--- src/rtl/step_line_scheduler_if.sv ---
`default_nettype none
// +--------------------------------------------------------------------------+
// | step_line_scheduler_if                                                   |
// | Move-command and stepper-driver bundle for step_line_scheduler.          |
// | Revision: 1.0                                                            |
// +--------------------------------------------------------------------------+
interface step_line_scheduler_if #(
  parameter int CNT_W = 32,
  parameter int PER_W = 32
);
  logic             start;
  logic             abort;
  logic [CNT_W-1:0] dx;
  logic [CNT_W-1:0] dy;
  logic [PER_W-1:0] period;
  logic             busy;
  logic             done;
  logic             aborted;
  logic             step_x;
  logic             step_y;
  logic             dir_x;
  logic             dir_y;
  logic [CNT_W-1:0] steps_left;
  logic [CNT_W-1:0] pos_x;
  logic [CNT_W-1:0] pos_y;

  modport master (
    output start, abort, dx, dy, period,
    input  busy, done, aborted, step_x, step_y, dir_x, dir_y,
           steps_left, pos_x, pos_y
  );

  modport slave (
    input  start, abort, dx, dy, period,
    output busy, done, aborted, step_x, step_y, dir_x, dir_y,
           steps_left, pos_x, pos_y
  );
endinterface
`default_nettype wire

--- src/rtl/step_line_scheduler.sv ---
`default_nettype none
// +--------------------------------------------------------------------------+
// | step_line_scheduler                                                      |
// | Two-axis Bresenham step-pulse scheduler; STEP_POS_TRACK_EN adds position.|
// | Revision: 1.0                                                            |
// +--------------------------------------------------------------------------+
module step_line_scheduler #(
  parameter int CNT_W        = 32,
  parameter int PER_W        = 32,
  parameter int PULSE_CYCLES = 4
) (
  input  logic                 clock,
  input  logic                 reset,
  step_line_scheduler_if.slave bus
);

  localparam logic [2:0] c_idle  = 3'd0;
  localparam logic [2:0] c_load  = 3'd1;
  localparam logic [2:0] c_wait  = 3'd2;
  localparam logic [2:0] c_pulse = 3'd3;
  localparam logic [2:0] c_done  = 3'd4;

  localparam logic [PER_W-1:0] c_min_t      = PER_W'(PULSE_CYCLES + 1);
  localparam logic [PER_W-1:0] c_pulse_last = PER_W'(PULSE_CYCLES - 1);
  localparam logic [PER_W-1:0] c_per_one    = PER_W'(1);
  localparam logic [CNT_W-1:0] c_one        = CNT_W'(1);
  localparam logic [CNT_W-1:0] c_most_neg   = {1'b1, {(CNT_W-1){1'b0}}};
  localparam logic [CNT_W-1:0] c_sat        = {1'b0, {(CNT_W-1){1'b1}}};

  logic [2:0]       r_state;
  logic [PER_W-1:0] r_cnt;
  logic [PER_W-1:0] r_t_m1;
  logic [CNT_W-1:0] r_ax;
  logic [CNT_W-1:0] r_ay;
  logic [CNT_W-1:0] r_major;
  logic [CNT_W-1:0] r_minor;
  logic             r_x_major;
  logic [CNT_W:0]   r_acc;
  logic [CNT_W-1:0] r_steps_left;
  logic             r_busy;
  logic             r_done;
  logic             r_aborted;
  logic             r_step_x;
  logic             r_step_y;
  logic             r_dir_x;
  logic             r_dir_y;

  logic [PER_W-1:0] w_per_eff;
  logic [PER_W-1:0] w_t;
  logic             w_x_major;
  logic [CNT_W-1:0] w_major;
  logic [CNT_W-1:0] w_minor;
  logic [CNT_W:0]   w_acc_sum;
  logic             w_minor_hit;
  logic             w_fire;
  logic             w_fire_x;
  logic             w_fire_y;

  function automatic logic [CNT_W-1:0] f_abs_sat(input logic [CNT_W-1:0] v);
    if (v == c_most_neg)
      return c_sat;
    else if (v[CNT_W-1])
      return -v;
    else
      return v;
  endfunction

  // Pulse high time plus at least one low cycle bounds the interval from below.
  assign w_per_eff = (bus.period == '0) ? c_per_one : bus.period;
  assign w_t       = (w_per_eff > c_min_t) ? w_per_eff : c_min_t;

  assign w_x_major = (r_ax >= r_ay);
  assign w_major   = w_x_major ? r_ax : r_ay;
  assign w_minor   = w_x_major ? r_ay : r_ax;

  assign w_acc_sum   = r_acc + {1'b0, r_minor};
  assign w_minor_hit = (w_acc_sum >= {1'b0, r_major});

  assign w_fire   = (r_state == c_wait) && !bus.abort && (r_cnt == r_t_m1);
  assign w_fire_x = w_fire && (r_x_major || w_minor_hit);
  assign w_fire_y = w_fire && (!r_x_major || w_minor_hit);

  always_ff @(posedge clock or negedge reset) begin
    if (!reset) begin
      r_state      <= c_idle;
      r_cnt        <= '0;
      r_t_m1       <= '0;
      r_ax         <= '0;
      r_ay         <= '0;
      r_major      <= '0;
      r_minor      <= '0;
      r_x_major    <= 1'b0;
      r_acc        <= '0;
      r_steps_left <= '0;
      r_busy       <= 1'b0;
      r_done       <= 1'b0;
      r_aborted    <= 1'b0;
      r_step_x     <= 1'b0;
      r_step_y     <= 1'b0;
      r_dir_x      <= 1'b0;
      r_dir_y      <= 1'b0;
    end else begin
      r_done <= 1'b0;
      r_cnt  <= r_cnt + c_per_one;
      case (r_state)
        c_idle: begin
          if (bus.start && !bus.abort) begin
            r_state   <= c_load;
            r_busy    <= 1'b1;
            r_aborted <= 1'b0;
            r_dir_x   <= bus.dx[CNT_W-1];
            r_dir_y   <= bus.dy[CNT_W-1];
            r_ax      <= f_abs_sat(bus.dx);
            r_ay      <= f_abs_sat(bus.dy);
            r_t_m1    <= w_t - c_per_one;
            r_cnt     <= '0;
          end
        end
        c_load: begin
          if (bus.abort) begin
            r_aborted <= 1'b1;
            r_done    <= 1'b1;
            r_state   <= c_done;
          end else begin
            r_major      <= w_major;
            r_minor      <= w_minor;
            r_x_major    <= w_x_major;
            r_acc        <= {1'b0, w_major} >> 1;
            r_steps_left <= w_major;
            if (w_major == '0) begin
              r_done  <= 1'b1;
              r_state <= c_done;
            end else begin
              r_state <= c_wait;
            end
          end
        end
        c_wait: begin
          if (bus.abort) begin
            r_aborted <= 1'b1;
            r_done    <= 1'b1;
            r_state   <= c_done;
          end else if (w_fire) begin
            r_state      <= c_pulse;
            r_cnt        <= '0;
            r_step_x     <= w_fire_x;
            r_step_y     <= w_fire_y;
            r_acc        <= w_minor_hit ? (w_acc_sum - {1'b0, r_major}) : w_acc_sum;
            r_steps_left <= r_steps_left - c_one;
          end
        end
        c_pulse: begin
          // The interval counter keeps running through the pulse so rises stay T apart.
          if (bus.abort) begin
            r_step_x  <= 1'b0;
            r_step_y  <= 1'b0;
            r_aborted <= 1'b1;
            r_done    <= 1'b1;
            r_state   <= c_done;
          end else if (r_cnt == c_pulse_last) begin
            r_step_x <= 1'b0;
            r_step_y <= 1'b0;
            if (r_steps_left == '0) begin
              r_done  <= 1'b1;
              r_state <= c_done;
            end else begin
              r_state <= c_wait;
            end
          end
        end
        c_done: begin
          r_busy  <= 1'b0;
          r_state <= c_idle;
        end
        default: begin
          r_state <= c_idle;
        end
      endcase
    end
  end

`ifdef STEP_POS_TRACK_EN
  logic [CNT_W-1:0] r_pos_x;
  logic [CNT_W-1:0] r_pos_y;

  always_ff @(posedge clock or negedge reset) begin
    if (!reset) begin
      r_pos_x <= '0;
      r_pos_y <= '0;
    end else begin
      if (w_fire_x)
        r_pos_x <= r_dir_x ? (r_pos_x - c_one) : (r_pos_x + c_one);
      if (w_fire_y)
        r_pos_y <= r_dir_y ? (r_pos_y - c_one) : (r_pos_y + c_one);
    end
  end

  assign bus.pos_x = r_pos_x;
  assign bus.pos_y = r_pos_y;
`else
  assign bus.pos_x = '0;
  assign bus.pos_y = '0;
`endif

  assign bus.busy       = r_busy;
  assign bus.done       = r_done;
  assign bus.aborted    = r_aborted;
  assign bus.step_x     = r_step_x;
  assign bus.step_y     = r_step_y;
  assign bus.dir_x      = r_dir_x;
  assign bus.dir_y      = r_dir_y;
  assign bus.steps_left = r_steps_left;

endmodule
`default_nettype wire
--- src/flat_wrapper.sv ---
// flat-port wrapper written by rule: the top's interface ports become plain ports
module step_line_scheduler_flat 
#(
  parameter int CNT_W        = 32,
  parameter int PER_W        = 32,
  parameter int PULSE_CYCLES = 4
)
  (clock, reset, bus_start, bus_abort, bus_dx, bus_dy, bus_period, bus_busy, bus_done, bus_aborted, bus_step_x, bus_step_y, bus_dir_x, bus_dir_y, bus_steps_left, bus_pos_x, bus_pos_y);
  step_line_scheduler_if #(.CNT_W(CNT_W), .PER_W(PER_W)) bus_i ();
  input  logic clock;
  input  logic reset;
  input wire logic [$bits(bus_i.start)-1:0] bus_start;
  input wire logic [$bits(bus_i.abort)-1:0] bus_abort;
  input wire logic [$bits(bus_i.dx)-1:0] bus_dx;
  input wire logic [$bits(bus_i.dy)-1:0] bus_dy;
  input wire logic [$bits(bus_i.period)-1:0] bus_period;
  output wire logic [$bits(bus_i.busy)-1:0] bus_busy;
  output wire logic [$bits(bus_i.done)-1:0] bus_done;
  output wire logic [$bits(bus_i.aborted)-1:0] bus_aborted;
  output wire logic [$bits(bus_i.step_x)-1:0] bus_step_x;
  output wire logic [$bits(bus_i.step_y)-1:0] bus_step_y;
  output wire logic [$bits(bus_i.dir_x)-1:0] bus_dir_x;
  output wire logic [$bits(bus_i.dir_y)-1:0] bus_dir_y;
  output wire logic [$bits(bus_i.steps_left)-1:0] bus_steps_left;
  output wire logic [$bits(bus_i.pos_x)-1:0] bus_pos_x;
  output wire logic [$bits(bus_i.pos_y)-1:0] bus_pos_y;
  assign bus_i.start = bus_start;
  assign bus_i.abort = bus_abort;
  assign bus_i.dx = bus_dx;
  assign bus_i.dy = bus_dy;
  assign bus_i.period = bus_period;
  assign bus_busy = bus_i.busy;
  assign bus_done = bus_i.done;
  assign bus_aborted = bus_i.aborted;
  assign bus_step_x = bus_i.step_x;
  assign bus_step_y = bus_i.step_y;
  assign bus_dir_x = bus_i.dir_x;
  assign bus_dir_y = bus_i.dir_y;
  assign bus_steps_left = bus_i.steps_left;
  assign bus_pos_x = bus_i.pos_x;
  assign bus_pos_y = bus_i.pos_y;
  step_line_scheduler #(.CNT_W(CNT_W), .PER_W(PER_W), .PULSE_CYCLES(PULSE_CYCLES)) u_core (.clock(clock), .reset(reset), .bus(bus_i));
endmodule
--- config.mk ---
export PLATFORM = sky130hd
export DESIGN_NAME = step_line_scheduler_flat
export DESIGN_NICKNAME = d
export VERILOG_FILES = /design/src/rtl/step_line_scheduler_if.sv /design/src/rtl/step_line_scheduler.sv /design/src/flat_wrapper.sv
export SDC_FILE = /design/constraint.sdc
export NUM_CORES = 1
export LEC_CHECK = 0
export CORE_AREA = 2 2 182 184
export CTS_BUF_LIST = sky130_fd_sc_hd__clkbuf_4 sky130_fd_sc_hd__clkbuf_8 sky130_fd_sc_hd__clkbuf_16
export CTS_CLUSTER_DIAMETER = 60
export CTS_CLUSTER_SIZE = 16
export DETAILED_ROUTE_END_ITERATION = 10
export DIE_AREA = 0 0 184 186
export DONT_BUFFER_PORTS = 1
export PLACE_DENSITY = 0.75
export RECOVER_POWER = 50
export SLEW_MARGIN = 10
export SYNTH_ARGS = -nofsm -noshare
export SYNTH_HDL_FRONTEND = slang
export SYNTH_SLANG_ARGS = --single-unit
--- constraint.sdc ---
create_clock -name clock -period 8.8 [get_ports clock]
set_input_delay 1.76 -clock clock [delete_from_list [all_inputs] [get_ports clock]]
set_output_delay 1.76 -clock clock [all_outputs]
set_load 0.005 [all_outputs]
==> Word-level counts from Yosys, hierarchy flattened <==
Cells that the tools add are included.
{ "totals": {"regBits": 268, "in_bits": 100, "wordCells": 118} }
{ "op_classes": {"n_eq_ne": 15, "n_addsub": 7, "magnitude_cmp": 3, "mux": 50, "n_reduce_logical": 25, "n_bitwise": 1} }
{ "op_table": {"columns": ["operator", "count"], "rows": [
  ["$mux 32", 14],
  ["$mux 33", 4],
  ["$pmux 32 s2", 2],
  ["$logic_not 32->1", 3],
  ["$pmux 33 s2", 1],
  ["$eq 32x32->1 const B", 2],
  ["$neg 32->32", 2],
  ["$sub 32x1->32 const B", 2],
  ["$add 33x32->33", 1],
  ["$ge 33x32->1", 1],
  ["$sub 33x32->33", 1],
  ["$add 32x1->32 const B", 1],
  ["$eq 32x2->1 const B", 1],
  ["$eq 32x32->1", 1],
  ["$ge 32x32->1", 1],
  ["$gt 32x3->1 const B", 1],
  ["$mux 3", 8],
  ["$mux 1", 15],
  ["$pmux 3 s4", 1],
  ["$pmux 1 s2", 4],
  ["$reduce_and 4->1", 2],
  ["$reduce_bool 2->1", 4],
  ["$eq 3x2->1 const B", 2],
  ["$ne 2x1->1 const B", 3],
  ["13 further kinds", 24]
]} }

==> Logic depth before layout (Yosys ltp) <==
{ "depth": {"word_depth": 7, "mapped_depth": 27, "ltp_nobuf": 24} }

==> Worst setup path before layout <==
Ideal clock, no wire load.
{ "synth_path": {"path_type": "input to register", "from": "input port bus_period[3]", "to": "register u_core.r_t_m1[30]", "slack_ps": 3663, "stages": 12, "t_arrival_ps": 5004, "setup_ps": 133, "path_cell_list": "or4_1 > or4_1 > nor4_1 > nand2b_1 > ha_1 > nor4b_1 > nand2_1 > nor3_1 > nand3_1 > nor4_1 > xnor2_1 > o21ai_0"} }
{ "synth_between": {"elab_chain_len": 5} }
{ "synth_rtl": {"columns": ["element", "line_no", "rtl"], "rows": [
  ["start: declaration", "flat_wrapper.sv:16", "input wire logic [$bits(bus_i.period)-1:0] bus_period;"],
  ["$logic_not 32->1", "step_line_scheduler.sv:69", "assign w_per_eff = (bus.period == '0) ? c_per_one : bus.period;"],
  ["$mux 32 *", "step_line_scheduler.sv:69", null],
  ["$gt 32x3->1", "step_line_scheduler.sv:70", "assign w_t = (w_per_eff > c_min_t) ? w_per_eff : c_min_t;"],
  ["$mux 32 *", "step_line_scheduler.sv:70", null],
  ["$sub 32x1->32 *", "step_line_scheduler.sv:115", "r_t_m1 <= w_t - c_per_one;"],
  ["end signal: assignment", "step_line_scheduler.sv:115", null],
  ["end: declaration", "step_line_scheduler.sv:32", "logic [PER_W-1:0] r_t_m1;"]
]} }
Mark *: on every way between the ends. The rest lies on a longest branch, timed or not.
A chain may end at the register's enable or synchronous reset.

==> Final worst setup path <==
{ "layout_path": {"from": "register u_core.r_acc[12]", "to": "register u_core.r_acc[15]"} }
{ "layout_between": {"elab_chain_len": 6, "elab_cells_between_ends": 7, "cone_classes": "2 x add/sub; 1 x order compare; 4 x mux"} }
{ "layout_rtl": {"columns": ["element", "line_no", "rtl"], "rows": [
  ["start: declaration", "step_line_scheduler.sv:38", "logic [CNT_W:0] r_acc;"],
  ["start signal: assignment", "step_line_scheduler.sv:128", "r_acc <= {1'b0, w_major} >> 1;"],
  ["start signal: assignment", "step_line_scheduler.sv:148", "r_acc <= w_minor_hit ? (w_acc_sum - {1'b0, r_major}) : w_acc_sum;"],
  ["$add 33x32->33 *", "step_line_scheduler.sv:76", "assign w_acc_sum = r_acc + {1'b0, r_minor};"],
  ["$sub 33x32->33 or $ge 33x32->1 (tied branches)", "step_line_scheduler.sv:148, step_line_scheduler.sv:77", null],
  ["$mux 33 *", "step_line_scheduler.sv:148", null],
  ["$mux 33 *", "step_line_scheduler.sv:143", "end else if (w_fire) begin"],
  ["$mux 33 *", "step_line_scheduler.sv:139", "if (bus.abort) begin"],
  ["$pmux 33 s2 *", "step_line_scheduler.sv:105", "case (r_state)"]
]} }
Mark *: on every way between the ends. The rest lies on a longest branch, timed or not. The select of a mux whose other input is x is not followed.

==> metrics.yaml <==
global_route:
  gr-usage-met1_pct: 46.3
  grt_use_met2_pct: 45.5
  grt.busiest_layer: "met1"
  grt_max_degree: 269
  grt_pass1_wl_microns: 83800
  grt_overflow: 0
  grtUsageTotal_pct: 30.9
  antenna_found_initial: 0
  grt_pass1_vias: 15400
  grtUsageMet3_pct: 6.65
worst_hold_path:
  min_to: "u_core.r_major[1]"
  hp-class: "flip-flop to flip-flop"
  hp-start: "u_core.r_major[1]"
  holdPathStages: 2
timing:
  rsz0062_at_grt: "false"
  worstMarginPinSlew_ns: 2.10
  finalHoldViolations: 0
  finalCriticalPeriod_ns: 6.11
  clock.fmax_mhz: 164
  timing.final.crit_share_pct: 69.4
  slew_viol_final: 68
  finalSetupTns_ns: 0
  finalSetupViolations: 0
  setup_ws_ns: 2.69
  fin_worst_skew_ns: 0.0222
  max-slew-margin-rel_pct: -40.2
cells_and_area:
  syn_to_final_growth_pct: 4.42
  regArea_sq_mm: 0.00671
  insertedDiodeCount: 0
  post-route-util_pct: 61.9
  drive_above_1_share_pct: 4.53
  multi_input_area_sq_mm: 0.0113
  fin_area_sq_mm: 0.0199
  final_nets: 2436
  fill_cells: 2825
synth:
  yosysUniqueCellTypes: 79
  synth_area_sq_mm: 0.0191
  synth_top_flop_cell: "dfrtp_1"
  ys_async_sr_fraction_pct: 100
  synth_edf_count: 0
  synth_area_leader_cell: "dfrtp_1"
  ys_seq_area_share_pct: 35.1
  synth_top_area_share_pct: 35.1
  syn_avg_cell_area_sq_um: 8.29
  ys_seq_elements: 268
  netlist_top_cells_area: "dfrtp_1 35%, ha_1 6.7%, o21ai_0 6.2%"
  ys_warn_count: 0
  netlist_instances: 2303
setup_path:
  worstSetupPathType: "flip-flop to flip-flop"
  worstSetupStartpointType: "flip-flop"
  end_kind: "flip-flop"
  worst_r2r_path_depth: 23
  ff2ff_setup_slack_ns: 2.69
  r2r_end: "u_core.r_acc[15]"
  cp_max_fo: 41
  critPathRequiredTime_ns: 9.27
  crit_arrival_ns: 6.58
  timing.rr.start: "u_core.r_acc[12]"
clock_network:
  cts_sinks: 268
  htree_num_levels: 1
  cts_resized: 0
  insertion_delay_ns: 0.56
  cts_setup_buffers: 0
  clk_pin_slew_ns: 0.07
  cts_made_buffers: 27
  tritoncts: "done"
  cts_buffer_depth: 3
  cts-root-buf: "clkbuf_16"
  ctsHoldBuffers: 0
floorplan:
  start_util_pct: 59.3
  die_w_microns: 184
  ios: 203
  die_h_microns: 186
  rows: 66
  core_sq_mm: 0.0322
  dieArea_sq_mm: 0.0342
outcome:
  status: "complete, but fails checks"
  violations: "max-capacitance violations, max-slew violations"
placement:
  port_buffers: 0
  gp_congestion: 0.926
  dpl.hpwl_microns: 40000
  placed_area_sq_mm: 0.0191
  dp_slack_ns: 2.86
detailed_routing:
  initialDrtViolationCount: 1463
  drc_errors: 0
  wl_per_cell_microns: 19.9
  drtPass1Iterations: 5
  wl_microns: 52900
  antenna_left: 0
  vias: 16600
  viasPerCell: 6.24
run:
  cap_violations: 1
==> worst max-delay path, stage by stage (launching register included) <==
cell	delay, ns
dfrtp_1	0.40
ha_1	0.37
a21o_1	0.19
a31o_2	0.21
a221oi_1	0.51
a21oi_1	0.21
o31a_1	0.30
nor3_1	0.22
o21bai_1	0.11
a21oi_1	0.18
xor2_1	0.23
inv_1	0.07
ha_1	0.38
nand2_1	0.10
nor2_1	0.04
a2111oi_0	0.58
o31ai_1	0.19
a22o_1	0.21
a21o_1	0.18
a211o_1	0.45
buf_4	0.35
o2111ai_1	0.16
o31ai_1	0.11
o31ai_1	0.23
==> metrics by stage <==
stage | hold WS [ns] | cells
finish | 0.488 | 2659
global placement | 0.464 | 2611
CTS | 0.488 | 2659
detailed placement | 0.474 | 2611
floorplan | 0.449 | 2366
global route | 0.513 | 2659
==> layout make-up <==
cell class              count  area share [%]
inverters                 109            2.05
multi-input cells        1813            56.9
clock inverters            17           0.766
well taps                 408            2.56
clock buffers              31            3.57
repair buffers             13           0.490
flip-flops and latches    268            33.6
==> worst max-delay path by stage <==
stage,from,end,depth (start not counted)
after floorplan,bus_period[3],u_core.r_t_m1[30],12
after global placement,u_core.r_acc[12],u_core.r_acc[8],23
after detailed placement,u_core.r_acc[12],u_core.r_acc[11],23
after CTS,u_core.r_acc[12],u_core.r_acc[11],23
after global routing,u_core.r_acc[12],u_core.r_acc[15],23
final,u_core.r_acc[12],u_core.r_acc[15],23
==> state kept, by name, summed over array words and instances, names as in the netlist, 3 cells and up <==
register / count
u_core.r_t_m1: 32
u_core.bus.steps_left: 32
u_core.r_cnt: 32
u_core.r_acc: 33
u_core.r_major: 32
u_core.r_ax: 32
u_core.r_ay: 32
u_core.r_state: 3
u_core.r_minor: 32
==> per-layer routing <==
metal	wire [microns]	vias up
met5	0	-
met4	1230	0
met3	4870	72
met2	22400	679
met1	24500	7920
li1	-	7925
==> logic make-up (layout without fill, tap and decap cells) <==
group / after synthesis / after routing / share of synthesized area, %
DFF: 268 / 268 / 35.1
xor gates and xnor gates: 197 / 197 / 9.04
and+or+nand+nor: 725 / 725 / 18.0
buffers and inverters: 285 / 170 / 6.89
other: 1 / 64 / 0.0196
muxes: 49 / 49 / 2.61
AOI/OAI and AO/OA: 674 / 674 / 21.4
adders and majority gates: 104 / 104 / 6.89
==> cells in the mapped netlist (8+ instances only) <==
| cell type | instances |
|---|---|
| nand2b_1 | 18 |
| buf_4 | 64 |
| a211oi_1 | 13 |
| a21o_1 | 38 |
| nand2_1 | 222 |
| nor3_1 | 51 |
| a22o_1 | 12 |
| nor4_1 | 38 |
| a22oi_1 | 20 |
| o21a_1 | 9 |
| and3_1 | 15 |
| a21oi_1 | 195 |
| o211ai_1 | 11 |
| o31ai_1 | 29 |
| xnor2_1 | 113 |
| dfrtp_1 | 268 |
| buf_1 | 9 |
| o22ai_1 | 9 |
| nor2_1 | 211 |
| nand4_1 | 35 |
| o21ai_0 | 235 |
| nand3_1 | 43 |
| a31oi_1 | 9 |
| mux2i_1 | 43 |
| or2_2 | 8 |
| o41ai_1 | 11 |
| or3_1 | 23 |
| ha_1 | 102 |
| xor2_1 | 84 |
| inv_1 | 109 |
| a21boi_0 | 22 |
| or4_1 | 16 |
| nor2b_1 | 9 |
| clkbuf_1 | 98 |
==> layout by cell type, fill, tap and decap left out, types with 7 or more instances in the layout <==
master     instances
a211oi_1          12
a21boi_0          22
a21o_1            38
a21oi_1          195
a22o_1            12
a22oi_1           20
a31oi_1            8
and3_1            15
buf_4             13
clkbuf_16         27
conb_1            64
dfrtp_1          268
ha_1             102
inv_1            109
inv_6              7
mux2i_1           43
nand2_1          221
nand2b_1          18
nand3_1           43
nand4_1           35
nor2_1           209
nor2b_1            9
nor3_1            49
nor4_1            38
o211ai_1          11
o21a_1             9
o21ai_0          235
o22ai_1            9
o31ai_1           29
o41ai_1           11
or2_2              8
or3_1             23
or4_1             16
xnor2_1          113
xor2_1            84
Power is left out: the tool's default activity adds up to more than one toggle a clock period on the data nets, which glitch-free logic cannot reach.
